**config.mk**
```make
export PLATFORM = sky130hd
export DESIGN_NAME = alu_writeback_flat
export DESIGN_NICKNAME = d
export VERILOG_FILES = /design/src/rtl/core_pkg.sv /design/src/rtl/alu_writeback_if.sv /design/src/rtl/wb_fifo.sv /design/src/rtl/alu_writeback.sv /design/src/flat_wrapper.sv
export SDC_FILE = /design/constraint.sdc
export NUM_CORES = 1
export LEC_CHECK = 0
export BUFFER_PORTS_ARGS = -buffer_cell sky130_fd_sc_hd__buf_2
export CAP_MARGIN = 30
export CORE_MARGIN = 2
export CORE_UTILIZATION = 55
export CTS_CLUSTER_SIZE = 14
export DETAILED_ROUTE_END_ITERATION = 8
export PLACE_DENSITY = 0.77
export SLEW_MARGIN = 20
export SYNTH_ARGS = -nofsm -noshare
export SYNTH_HDL_FRONTEND = slang
export SYNTH_SLANG_ARGS = --single-unit
```
**constraint.sdc**
```tcl
create_clock -name clk -period 8.6 [get_ports clk]
set_clock_uncertainty 0.05 [all_clocks]
set_input_delay 1.72 -clock clk [delete_from_list [all_inputs] [get_ports clk]]
set_output_delay 1.72 -clock clk [all_outputs]
set_load 0.005 [all_outputs]
```
**src/rtl/core_pkg.sv**
```systemverilog
// core_pkg -- shared widths, flag bit positions and the writeback buffer
// entry type for the ALU writeback stage.
//
// Contents:
//   WIDTH, REGS_CODING, FLAGS   datapath, register-address and flag widths
//   NUM_REGS, FIFO_DEPTH        derived register count, writeback buffer depth
//   CARRY/SIGN/OVERFLOW/ZERO    bit positions inside a flag vector
//   wb_entry_t                  one buffered ALU result
//   dest_onehot()               register address to one-hot decode
package core_pkg;

  localparam int WIDTH       = 32;
  localparam int REGS_CODING = 3;
  localparam int FLAGS       = 4;
  localparam int NUM_REGS    = 1 << REGS_CODING;
  localparam int FIFO_DEPTH  = 2;

  localparam int CARRY    = 0;
  localparam int SIGN     = 1;
  localparam int OVERFLOW = 2;
  localparam int ZERO     = 3;

  typedef struct packed {
    logic [REGS_CODING-1:0] dest;
    logic [WIDTH-1:0]       result;
    logic [FLAGS-1:0]       flags;
    logic                   wr_reg;
    logic                   wr_flags;
  } wb_entry_t;

  function automatic logic [NUM_REGS-1:0] dest_onehot(input logic [REGS_CODING-1:0] dest);
    return NUM_REGS'(1) << dest;
  endfunction

endpackage

```
**src/rtl/alu_writeback_if.sv**
```systemverilog
// alu_writeback_if -- ALU result handshake into the writeback stage.
//
// Signals:
//   in_valid     ALU result present               (master -> slave)
//   in_ready     stage can accept a result        (slave -> master)
//   in_dest      destination register             (master -> slave)
//   in_result    result value                     (master -> slave)
//   in_flags     {ZERO, OVERFLOW, SIGN, CARRY}    (master -> slave)
//   in_wr_reg    result writes in_dest            (master -> slave)
//   in_wr_flags  result updates the flags reg     (master -> slave)
interface alu_writeback_if;
  import core_pkg::*;

  logic                   in_valid;
  logic                   in_ready;
  logic [REGS_CODING-1:0] in_dest;
  logic [WIDTH-1:0]       in_result;
  logic [FLAGS-1:0]       in_flags;
  logic                   in_wr_reg;
  logic                   in_wr_flags;

  modport master (
    output in_valid, in_dest, in_result, in_flags, in_wr_reg, in_wr_flags,
    input  in_ready
  );

  modport slave (
    input  in_valid, in_dest, in_result, in_flags, in_wr_reg, in_wr_flags,
    output in_ready
  );

endinterface

```
**src/rtl/wb_fifo.sv**
```systemverilog
// wb_fifo -- 2-entry in-order buffer of ALU results awaiting writeback.
//
// Ports:
//   clk, rst     clock, asynchronous active-high reset (empties the buffer)
//   push         store push_entry (caller guarantees count < 2)
//   pop          drop the head (caller guarantees count > 0)
//   push_entry   entry to store
//   head         oldest entry (meaningful when count != 0)
//   tail         youngest entry when full (only with WB_BYPASS_EN)
//   count        number of buffered entries, 0..2
//   pend_mask    one-hot OR of dest over buffered entries with wr_reg set
//
// Build option: WB_BYPASS_EN exposes the second slot for operand bypass.
module wb_fifo
  import core_pkg::*;
(
  input  logic                clk,
  input  logic                rst,
  input  logic                push,
  input  logic                pop,
  input  wb_entry_t           push_entry,
  output wb_entry_t           head,
`ifdef WB_BYPASS_EN
  output wb_entry_t           tail,
`endif
  output logic [1:0]          count,
  output logic [NUM_REGS-1:0] pend_mask
);

  wb_entry_t  slot0;
  wb_entry_t  slot1;
  logic [1:0] cnt;

  // NOTE: sequential state uses non-blocking assignments so every flop samples
  // pre-edge values regardless of statement order.
  always_ff @(posedge clk or posedge rst) begin
    if (rst) begin
      cnt <= '0;
    end else if (push && !pop) begin
      cnt <= cnt + 2'd1;
    end else if (pop && !push) begin
      cnt <= cnt - 2'd1;
    end
  end

  // NOTE: payload slots are deliberately not reset; validity comes only from
  // cnt, so clearing the data would cost reset routing for nothing.
  // Slot 0 is always the head; a pop shifts slot 1 down.
  always_ff @(posedge clk) begin
    unique case ({push, pop})
      2'b10: begin
        if (cnt == 2'd0) slot0 <= push_entry;
        else             slot1 <= push_entry;
      end
      2'b01: slot0 <= slot1;
      2'b11: begin
        if (cnt == 2'd1) begin
          slot0 <= push_entry;
        end else begin
          slot0 <= slot1;
          slot1 <= push_entry;
        end
      end
      default: ;
    endcase
  end

  // NOTE: pend_mask gets a default before any conditional update so the
  // always_comb can never infer a latch.
  always_comb begin
    pend_mask = '0;
    if (cnt != 2'd0 && slot0.wr_reg) pend_mask = pend_mask | dest_onehot(slot0.dest);
    if (cnt == 2'd2 && slot1.wr_reg) pend_mask = pend_mask | dest_onehot(slot1.dest);
  end

  assign head  = slot0;
  assign count = cnt;
`ifdef WB_BYPASS_EN
  assign tail  = slot1;
`endif

endmodule

```
**src/rtl/alu_writeback.sv**
```systemverilog
// alu_writeback -- writeback stage: buffers ALU results in a 2-entry FIFO and
// commits one write per cycle into an 8-entry register file and a flags
// register. Load data (mem_*) has priority; while it writes, the FIFO holds.
//
// Ports:
//   clk, rst               clock, asynchronous active-high reset
//   up (slave)             ALU result handshake, see alu_writeback_if
//   mem_valid/dest/data    load-data write request
//   rd_a_addr, rd_b_addr   operand read addresses
//   rd_a_data, rd_b_data   combinational operand read data
//   flags_out              architectural flags register
//   pend_mask              registers targeted by buffered wr_reg entries
//
// Build option: WB_BYPASS_EN makes the read ports forward mem_data and
// buffered results; without it they return the register file only and
// upstream must stall on pend_mask.
module alu_writeback #(
  parameter int WIDTH       = 32,
  parameter int REGS_CODING = 3,
  parameter int FLAGS       = 4
) (
  input  logic                      clk,
  input  logic                      rst,
  alu_writeback_if.slave            up,
  input  logic                      mem_valid,
  input  logic [REGS_CODING-1:0]    mem_dest,
  input  logic [WIDTH-1:0]          mem_data,
  input  logic [REGS_CODING-1:0]    rd_a_addr,
  input  logic [REGS_CODING-1:0]    rd_b_addr,
  output logic [WIDTH-1:0]          rd_a_data,
  output logic [WIDTH-1:0]          rd_b_data,
  output logic [FLAGS-1:0]          flags_out,
  output logic [2**REGS_CODING-1:0] pend_mask
);
  import core_pkg::wb_entry_t;

  logic [WIDTH-1:0] regs [2**REGS_CODING];
  wb_entry_t        head;
  wb_entry_t        push_entry;
  logic [1:0]       count;
  logic             push;
  logic             pop;
`ifdef WB_BYPASS_EN
  wb_entry_t        tail;
`endif

  assign up.in_ready = (count < 2'd2) && !rst;
  assign push        = up.in_valid && up.in_ready;
  // A load write blocks the FIFO for this cycle; the head waits.
  assign pop         = !mem_valid && (count != 2'd0);

  assign push_entry = '{dest:     up.in_dest,
                        result:   up.in_result,
                        flags:    up.in_flags,
                        wr_reg:   up.in_wr_reg,
                        wr_flags: up.in_wr_flags};

  wb_fifo u_fifo (
    .clk        (clk),
    .rst        (rst),
    .push       (push),
    .pop        (pop),
    .push_entry (push_entry),
    .head       (head),
`ifdef WB_BYPASS_EN
    .tail       (tail),
`endif
    .count      (count),
    .pend_mask  (pend_mask)
  );

  // The register file is architecturally cleared by reset, so it is built
  // from resettable flops rather than a RAM.
  always_ff @(posedge clk or posedge rst) begin
    if (rst) begin
      for (int r = 0; r < 2**REGS_CODING; r++) regs[r] <= '0;
      flags_out <= '0;
    end else if (mem_valid) begin
      regs[mem_dest] <= mem_data;
    end else if (pop) begin
      if (head.wr_reg)   regs[head.dest] <= head.result;
      if (head.wr_flags) flags_out       <= head.flags;
    end
  end

  function automatic logic [WIDTH-1:0] read_port(input logic [REGS_CODING-1:0] addr);
`ifdef WB_BYPASS_EN
    // Youngest producer wins: load data, then the newer FIFO slot, then the head.
    if (mem_valid && mem_dest == addr)                      return mem_data;
    if (count == 2'd2 && tail.wr_reg && tail.dest == addr)  return tail.result;
    if (count != 2'd0 && head.wr_reg && head.dest == addr)  return head.result;
`endif
    return regs[addr];
  endfunction

  always_comb begin
    rd_a_data = read_port(rd_a_addr);
    rd_b_data = read_port(rd_b_addr);
  end

endmodule

```
**src/flat_wrapper.sv**
```systemverilog
// flat-port wrapper written by rule: the top's interface ports become plain ports
module alu_writeback_flat import core_pkg::wb_entry_t;
#(
  parameter int WIDTH       = 32,
  parameter int REGS_CODING = 3,
  parameter int FLAGS       = 4
)
  (clk, rst, mem_valid, mem_dest, mem_data, rd_a_addr, rd_b_addr, rd_a_data, rd_b_data, flags_out, pend_mask, up_in_valid, up_in_dest, up_in_result, up_in_flags, up_in_wr_reg, up_in_wr_flags, up_in_ready);
  alu_writeback_if up_i ();
  input  logic clk;
  input  logic rst;
  input  logic mem_valid;
  input  logic [REGS_CODING-1:0] mem_dest;
  input  logic [WIDTH-1:0] mem_data;
  input  logic [REGS_CODING-1:0] rd_a_addr;
  input  logic [REGS_CODING-1:0] rd_b_addr;
  output logic [WIDTH-1:0] rd_a_data;
  output logic [WIDTH-1:0] rd_b_data;
  output logic [FLAGS-1:0] flags_out;
  output logic [2**REGS_CODING-1:0] pend_mask;
  input wire logic [$bits(up_i.in_valid)-1:0] up_in_valid;
  input wire logic [$bits(up_i.in_dest)-1:0] up_in_dest;
  input wire logic [$bits(up_i.in_result)-1:0] up_in_result;
  input wire logic [$bits(up_i.in_flags)-1:0] up_in_flags;
  input wire logic [$bits(up_i.in_wr_reg)-1:0] up_in_wr_reg;
  input wire logic [$bits(up_i.in_wr_flags)-1:0] up_in_wr_flags;
  output wire logic [$bits(up_i.in_ready)-1:0] up_in_ready;
  assign up_i.in_valid = up_in_valid;
  assign up_i.in_dest = up_in_dest;
  assign up_i.in_result = up_in_result;
  assign up_i.in_flags = up_in_flags;
  assign up_i.in_wr_reg = up_in_wr_reg;
  assign up_i.in_wr_flags = up_in_wr_flags;
  assign up_in_ready = up_i.in_ready;
  alu_writeback #(.WIDTH(WIDTH), .REGS_CODING(REGS_CODING), .FLAGS(FLAGS)) u_core (.clk(clk), .rst(rst), .up(up_i), .mem_valid(mem_valid), .mem_dest(mem_dest), .mem_data(mem_data), .rd_a_addr(rd_a_addr), .rd_b_addr(rd_b_addr), .rd_a_data(rd_a_data), .rd_b_data(rd_b_data), .flags_out(flags_out), .pend_mask(pend_mask));
endmodule
```
### Word level (Yosys, flattened, before mapping)

Cells that the tools add are included.

* add/sub/neg operators: 2
* order comparisons: 7
* eq/ne operators: 8
* shifts and indexed selects: 2
* mux-type cells: 25
* bitwise logic cells: 6
* reductions and logical operators: 24

Operators with widths (number)
* $mux W256: 3
* $bwmux W256: 2
* $bmux W32 S3: 2
* $demux W32 S3: 2
* $mux W32: 6
* $mux W41: 4
* $pmux W41 S3: 1
* $pmux W41 S2: 1
* $ge A4 B4 Y1 const B: 4
* $mux W8: 2
* $not A3 Y4: 4
* $shl A1 B3 Y8 const A: 2
* $reduce_bool A2 Y1: 5
* $logic_and A1 B1 Y1: 9
* $lt A4 B1 Y1 const B: 2
* $or A8 B8 Y8: 1
* $eq A2 B2 Y1 const B: 3
* $ne A2 B2 Y1 const B: 3
* $reduce_and A3 Y1: 2
* $eq A2 B1 Y1 const B: 2
* $logic_not A1 Y1: 4
* $mux W2: 2
* $reduce_and A2 Y1: 2
* $reduce_bool A3 Y1: 1
* 5 further kinds: 5

* flip-flop bits (word level): 344
* input bits: 86
* output and inout port bits: 77
* word-level logic and storage cells: 94

### Depth between registers and ports, before layout

Gate-level depths: netlist of the first run.

* depth in word-level cells: 9
* depth in mapped cells: 11
* depth with buffers taken out: 8

### Hierarchy

Synthesis of the first run repeated with hierarchy kept, for this count alone.

* cell total of the unflattened synthesis: 1455
* area, all modules: 20040.5 um^2

By module, submodules not included
* alu_writeback: instances 1, cells each 1278, area an instance 16772.3 um^2, sequential area each 6506.2 um^2
* wb_fifo: instances 1, cells each 177, area an instance 3268.1 um^2, sequential area each 2512.4 um^2

### Worst setup path after synthesis of the first run

No wires, ideal clock.

* path kind: input port to flip-flop
* start point: input port mem_valid
* end point: register u_core.u_fifo.slot1[0] (netlist bit), enable pin
* library setup time: 0.453 ns
* data arrival time: 4.604 ns
* data required time: 8.097 ns
* path slack: 3.493 ns
* stages on the path: 6
* path buffers: 1
* cells stage by stage: buf_2 -> or2_1 -> inv_1 -> ha_1 -> o21ai_0 -> a21oi_1

* longest elaborated chain between the ends: 5
* elaborated cells on any way between the ends: 8
* those cells by class: 4 x eq/ne; 4 x reduce/logical

RTL lines
* start, declared: line flat_wrapper.sv:12 `input logic mem_valid;`
* $logic_not A1 Y1 (*): line alu_writeback.sv:50 `assign pop = !mem_valid && (count != 2'd0);`
* $logic_and A1 B1 Y1 (*): line alu_writeback.sv:50
* $eq A2 B2 Y1: line wb_fifo.sv:50 `unique case ({push, pop})`
* $ne A2 B2 Y1 (no line) or $reduce_bool A2 Y1 (tied branches)
* $reduce_and A3 Y1 (no line) (*)
* end signal, assigned: line wb_fifo.sv:53 `else slot1 <= push_entry;`
* end signal, assigned: line wb_fifo.sv:61 `slot1 <= push_entry;`
* end, declared: line wb_fifo.sv:31 `wb_entry_t slot1;`

Every way passes the cells marked *; elsewhere a longest branch is shown, timed or not.
A chain may end at the register's enable or synchronous reset.

### Worst setup path in the final report of the first run

* start point: input port rd_a_addr[0]
* end point: output port rd_a_data[31]

* longest elaborated chain between the ends: 4

RTL lines
* start, declared: line flat_wrapper.sv:15 `input logic [REGS_CODING-1:0] rd_a_addr;`
* $not A3 Y4 (implied by the code): line alu_writeback.sv:93 `return regs[addr];`
* $bmux W32 S3: line alu_writeback.sv:93
* $mux W32 (implied by the code) (2 in series): line alu_writeback.sv:93
* end, declared: line flat_wrapper.sv:17 `output logic [WIDTH-1:0] rd_a_data;`

No other way between the ends. The select of a mux whose other input is x is not followed.

==> results of run 1 <==
-- state kept, by name (all words and copies together) (netlist names) --
signal and flops:
u_core.regs 256, u_core.flags_out 4, u_core.u_fifo.slot1 41, u_core.u_fifo.count 2
u_core.u_fifo.head 41
-- final timing paths --
path / from / to / slack (ns)
max: rd_a_addr[0] / rd_a_data[31] / 2.79
min: u_core.u_fifo.head[2]$_DFFE_PP_ / u_core.flags_out[0]$_DFFE_PP0P_ / 0.43
max reg2reg: u_core.u_fifo.count[0]$_DFFE_PP0P_ / u_core.regs[62]$_DFFE_PP0P_ / 4.92
min reg2reg: u_core.u_fifo.head[2]$_DFFE_PP_ / u_core.flags_out[0]$_DFFE_PP0P_ / 0.43
max in group asynchronous: rst / u_core.regs[115]$_DFFE_PP0P_ / 5.68
min in group asynchronous: rst / u_core.flags_out[3]$_DFFE_PP0P_ / 1.07
-- layout make-up --
type | instances | area [um2]
timing repair buffer | 208 | 1270
sequential | 344 | 9020
clock buffer | 52 | 1090
clock inverter | 20 | 198
fill | 2940 | 14500
inverter | 6 | 26.3
multi-input combinational | 1209 | 11100
tap | 511 | 639
antenna | 3 | 7.51
-- cell families (layout without fill, tap and decap cells) --
family / count (synthesis) / count (layout) / share of synthesized area
compound gates: 699 / 699 / 0.240
simple gates: 181 / 181 / 0.0406
buf+inv: 284 / 286 / 0.0585
flops: 344 / 344 / 0.425
fa+ha+maj: 7 / 7 / 0.00413
mux: 320 / 320 / 0.231
xor+xnor: 2 / 2 / 0.000826
other cells: 0 / 3 / 0
-- stage by stage --
step                worst slack [ns]  area (um2)
finish                          2.79       23300
floorplan                       3.37       21200
global placement                2.82       21900
global route                    2.65       23300
detailed placement              2.78       21900
CTS                             2.77       23200
-- synthesized netlist by cell type (4+ instances only) --
master,count,area (um2)
nand2_1,140,526
nor3b_1,5,37.5
buf_6,8,90.1
o21ai_0,128,641
a2bb2oi_1,90,788
a22oi_1,126,946
a31oi_1,124,776
nand3b_1,5,37.5
dfrtp_1,262,6560
o22ai_1,138,863
buf_1,22,82.6
nand2b_1,4,25.0
buf_2,58,290
clkbuf_1,158,593
ha_1,7,87.6
mux2_2,68,766
clkbuf_2,31,155
inv_1,6,22.5
mux4_2,128,2880
edfxtp_1,82,2460
a2bb2oi_2,42,631
a22o_1,39,342
mux2i_1,124,1240
-- routing by layer --
layer	part of all wire	global-route usage	vias to the layer above
li1	-	-	7227
met1	0.36	0.468	9067
met2	0.44	0.516	1572
met3	0.14	0.107	360
met4	0.054	0.198	10
met5	0.00079	0	-
-- power groups by stage --
stage	sequential [mW]	combinational, mW	clock (mW)
2_1_floorplan	2.71	2.13	0
3_3_place_gp	2.99	2.66	0
3_5_place_dp	3.05	2.77	0
4_1_cts	3.03	2.78	1.71
5_1_grt	3.14	3.00	1.78
6_report	3.09	2.84	1.71
-- worst max-delay path, cell delays in order --
cell	delay, ns
buf_4	0.69
buf_4	0.56
mux4_2	0.57
mux2_2	0.32
buf_2	0.14
==> impl_metrics.toml, run 1 <==
[floorplanning]
row_count = 71
core_area_um2 = 37800
start_util = 0.560
dieArea_um2 = 40100
die_h_um = 200
ioPinCount = 163
die_width_um = 200

[clock_network]
clkSinkCount = 344
cts_resized = 0
clk-insertion-delay-late_ns = 0.54
cts_buffer_depth = 3
clockRootBuffer = "clkbuf_16"
hold_buffers = 0
clk_pin_slew_ns = 0.05
cts_buffers = 40
cts-htree-levels = 2
tritoncts = "done"
post-cts-setup-buffer-count = 0

[sta]
period_share = 0.676
rsz0062_at_grt = "no"
hold_ws_ns = 0.431
slew-limit-headroom = 0.269
maxSlewViolCount = 0
worst_slew_pin_slew_ns = 1.10
final_hold_viol_count = 0
min_period_ns = 5.81
setup_viol = 0
fin_tns_setup_ns = 0
fmax_ghz = 0.172

[power]
p_sw_mw = 2.87
leakage_nw = 8.45
comb_power_share = 0.372
power.total_mw = 7.63
cellPowerDensity_nw_per_um2 = 328
p_int_mw = 4.76
pwr-share-clk = 0.224
ir_drop_mv = 0.329
power_frac_seq = 0.405
swShare = 0.376

[critical_path]
arrival_ns = 4.04
endpoint_kind = "output pin"
crit_type = "in2out"
startpoint_type = "input port"
r2r_cells = 6
crit_required_ns = 6.83
crit_fanout = 43

[yosys]
synth_cell_type_count = 52
yosysSeqAreaShare = 0.425
syn_nets = 1930
synth_area_um2 = 21200
synth_cells = 1837
synth-main-ff-cell = "dfrtp_1"
yosysWarnings = 0
synth-edff-count = 82
ys_ff_latch = 344
synthArstFlopShare = 0.762
syn_avg_cell_area_um2 = 11.5

[drt]
vias_per_cell = 7.75
drt-pass1-iter-count = 7
drtAntennaViolNets = 0
wl_per_cell_um = 30.5
finalWirelength_mm = 71.8
drtIter0Drc = 2372
drc_errors = 0
num_vias = 18236

[final_layout]
final_common_cell = "dfrtp_1"
fin_cells = 2353
drive_gt1_frac = 0.289
syn2layout_area_growth_pct = 9.91
fin_util = 0.616
layout.nets = 1902
final_cell_mix = "dfrtp_1, buf_2, nand2_1"

[placement]
hpwl_mm = 40.9
gp_congestion = 0.843
io_buffers = 162
place_inst = 2274

[worst_hold_path]
hold_depth = 1
hold_path_class = "reg2reg"

[global_routing]
antenna_found_initial = 8
grt_usage = 0.352
grt_first_pass_wirelength_mm = 110
grt_max_degree = 137
grt_pass1_vias = 18573
overflow = 0

[run_status]
status = "complete, no violations"

[run]
maxCapViolCount = 0
No activity file was read; power rests on OpenSTA's default activity.
==> inputs of run 2 (changes only) <==
==> constraint.sdc (replaced) <==
create_clock -name clk -period 5.2 [get_ports clk]
set_clock_uncertainty 0.05 [all_clocks]
set_input_delay 1.04 -clock clk [delete_from_list [all_inputs] [get_ports clk]]
set_output_delay 1.04 -clock clk [all_outputs]
set_load 0.005 [all_outputs]
==> run 2 against run 1 <==
- core utilization is 0.51 points higher
- worst setup slack worse by 1.6 ns
- wire length is 0.49% higher
- largest cell class unchanged
==> impl_metrics.toml, run 2 (synthesis results as in run 1) <==
[floorplanning]
die_width_um = 200
ioPinCount = 163
die_h_um = 200
row_count = 71
dieArea_um2 = 40100
core_area_um2 = 37800
start_util = 0.560

[clock_network]
tritoncts = "done"
clkSinkCount = 344
hold_buffers = 0
clk_pin_slew_ns = 0.06
cts_resized = 0
clk-insertion-delay-late_ns = 0.54
cts-htree-levels = 2
clockRootBuffer = "clkbuf_16"
cts_buffer_depth = 3
post-cts-setup-buffer-count = 0
cts_buffers = 37

[critical_path]
arrival_ns = 2.93
crit_type = "in2out"
crit_fanout = 38
crit_required_ns = 4.11
endpoint_kind = "output pin"
startpoint_type = "input port"

[sta]
min_period_ns = 4.02
worst_slew_pin_slew_ns = 1.06
slew-limit-headroom = 0.294
setup_viol = 0
setup_ws_ns = 1.18
fin_tns_setup_ns = 0
period_share = 0.773
maxSlewViolCount = 0
rsz0062_at_grt = "no"
fmax_ghz = 0.249
final_hold_viol_count = 0

[final_layout]
fin_util = 0.621
stdcell_area_um2 = 23500
final_common_cell = "dfrtp_1"
multiInputGateArea_um2 = 11100
fillers = 2903
seqCellArea_um2 = 9020
top_register = "u_core.regs"
layout.nets = 1903
drive_gt1_frac = 0.291
largest_reg_flops = 256
final_cell_mix = "dfrtp_1, buf_2, nand2_1"
syn2layout_area_growth_pct = 10.8

[global_routing]
grt_max_degree = 120
grt_first_pass_wirelength_mm = 110
grt_pass1_vias = 18700
grt_usage = 0.353
antenna_found_initial = 5
overflow = 0

[drt]
wl_per_cell_um = 30.6
num_vias = 18398
drtAntennaViolNets = 0
finalWirelength_mm = 72.1
drc_errors = 0
drt-pass1-iter-count = 6
vias_per_cell = 7.81
drtIter0Drc = 2983

[run]
maxCapViolCount = 0

[placement]
pre_cts_ws_ns = 1.27
hpwl_mm = 40.7
io_buffers = 162
gp_congestion = 0.842
place_area_um2 = 22000

[power]
cellPowerDensity_nw_per_um2 = 544
leakage_nw = 8.51
ir_drop_mv = 0.476

[worst_hold_path]
hold_path_class = "reg2reg"

[run_status]
status = "complete, no violations"
## run 2: cell types whose count changed in the layout (fill, tap and decap cells not counted), sizes merged, moves of 2 or more
cell / delta
buf: +4
bufinv: +3
clkinv: -9
diode: +3
clkinvlp: +2
## run 2: layout make-up
class | count | share of cell area
Antenna cell | 6 | 0.000639
Clock buffer | 51 | 0.0456
Clock inverter | 17 | 0.0113
Inverter | 6 | 0.00112
Multi-Input combinational cell | 1209 | 0.470
Sequential cell | 344 | 0.384
Tap cell | 511 | 0.0272
Timing Repair Buffer | 212 | 0.0598
## run 2: worst paths after layout
| path | from | to | slack, ns | depth (start not counted) |
|---|---|---|---|---|
| worst min-delay path | u_core.u_fifo.head[4]$_DFFE_PP_ | u_core.flags_out[2]$_DFFE_PP0P_ | 0.43 | 1 |
| worst max register to register | u_core.u_fifo.count[0]$_DFFE_PP0P_ | u_core.regs[110]$_DFFE_PP0P_ | 1.74 | 6 |
| worst max-delay path | rd_b_addr[1] | rd_b_data[16] | 1.18 | 5 |
| max in group asynchronous | rst | u_core.regs[78]$_DFFE_PP0P_ | 3.36 | 3 |
| worst min register to register | u_core.u_fifo.head[4]$_DFFE_PP_ | u_core.flags_out[2]$_DFFE_PP0P_ | 0.43 | 1 |
| min in group asynchronous | rst | u_core.regs[225]$_DFFE_PP0P_ | 0.61 | 2 |
## run 2: layer usage
metal  up-vias  part of all wire  track usage  routed length [um]
li1       7233                 -            -                   -
met1      9050              0.36        0.469               25600
met2      1755              0.44        0.525               31900
met3       356              0.15        0.103               10700
met4         4             0.053        0.188                3840
met5         -           0.00031            0                  22
## run 2: power by group
group          internal, mW  switching, mW
clock                  1.79           1.14
combinational          2.34           2.38
sequential             3.90           1.23
## run 2: critical path, stage by stage
cell	delay [ns]
buf_2	0.66
buf_12	0.36
mux4_2	0.35
mux2_2	0.33
buf_2	0.14
## run 2: stage by stage
| step | cells | hold WS, ns | power [mW] |
|---|---|---|---|
| floorplan | 1837 | 0.405 | 8.01 |
| global placement | 2274 | 0.406 | 9.35 |
| detailed placement | 2278 | 0.422 | 9.62 |
| CTS | 2346 | 0.435 | 12.5 |
| global route | 2352 | 0.452 | 13.2 |
| finish | 2356 | 0.431 | 12.8 |
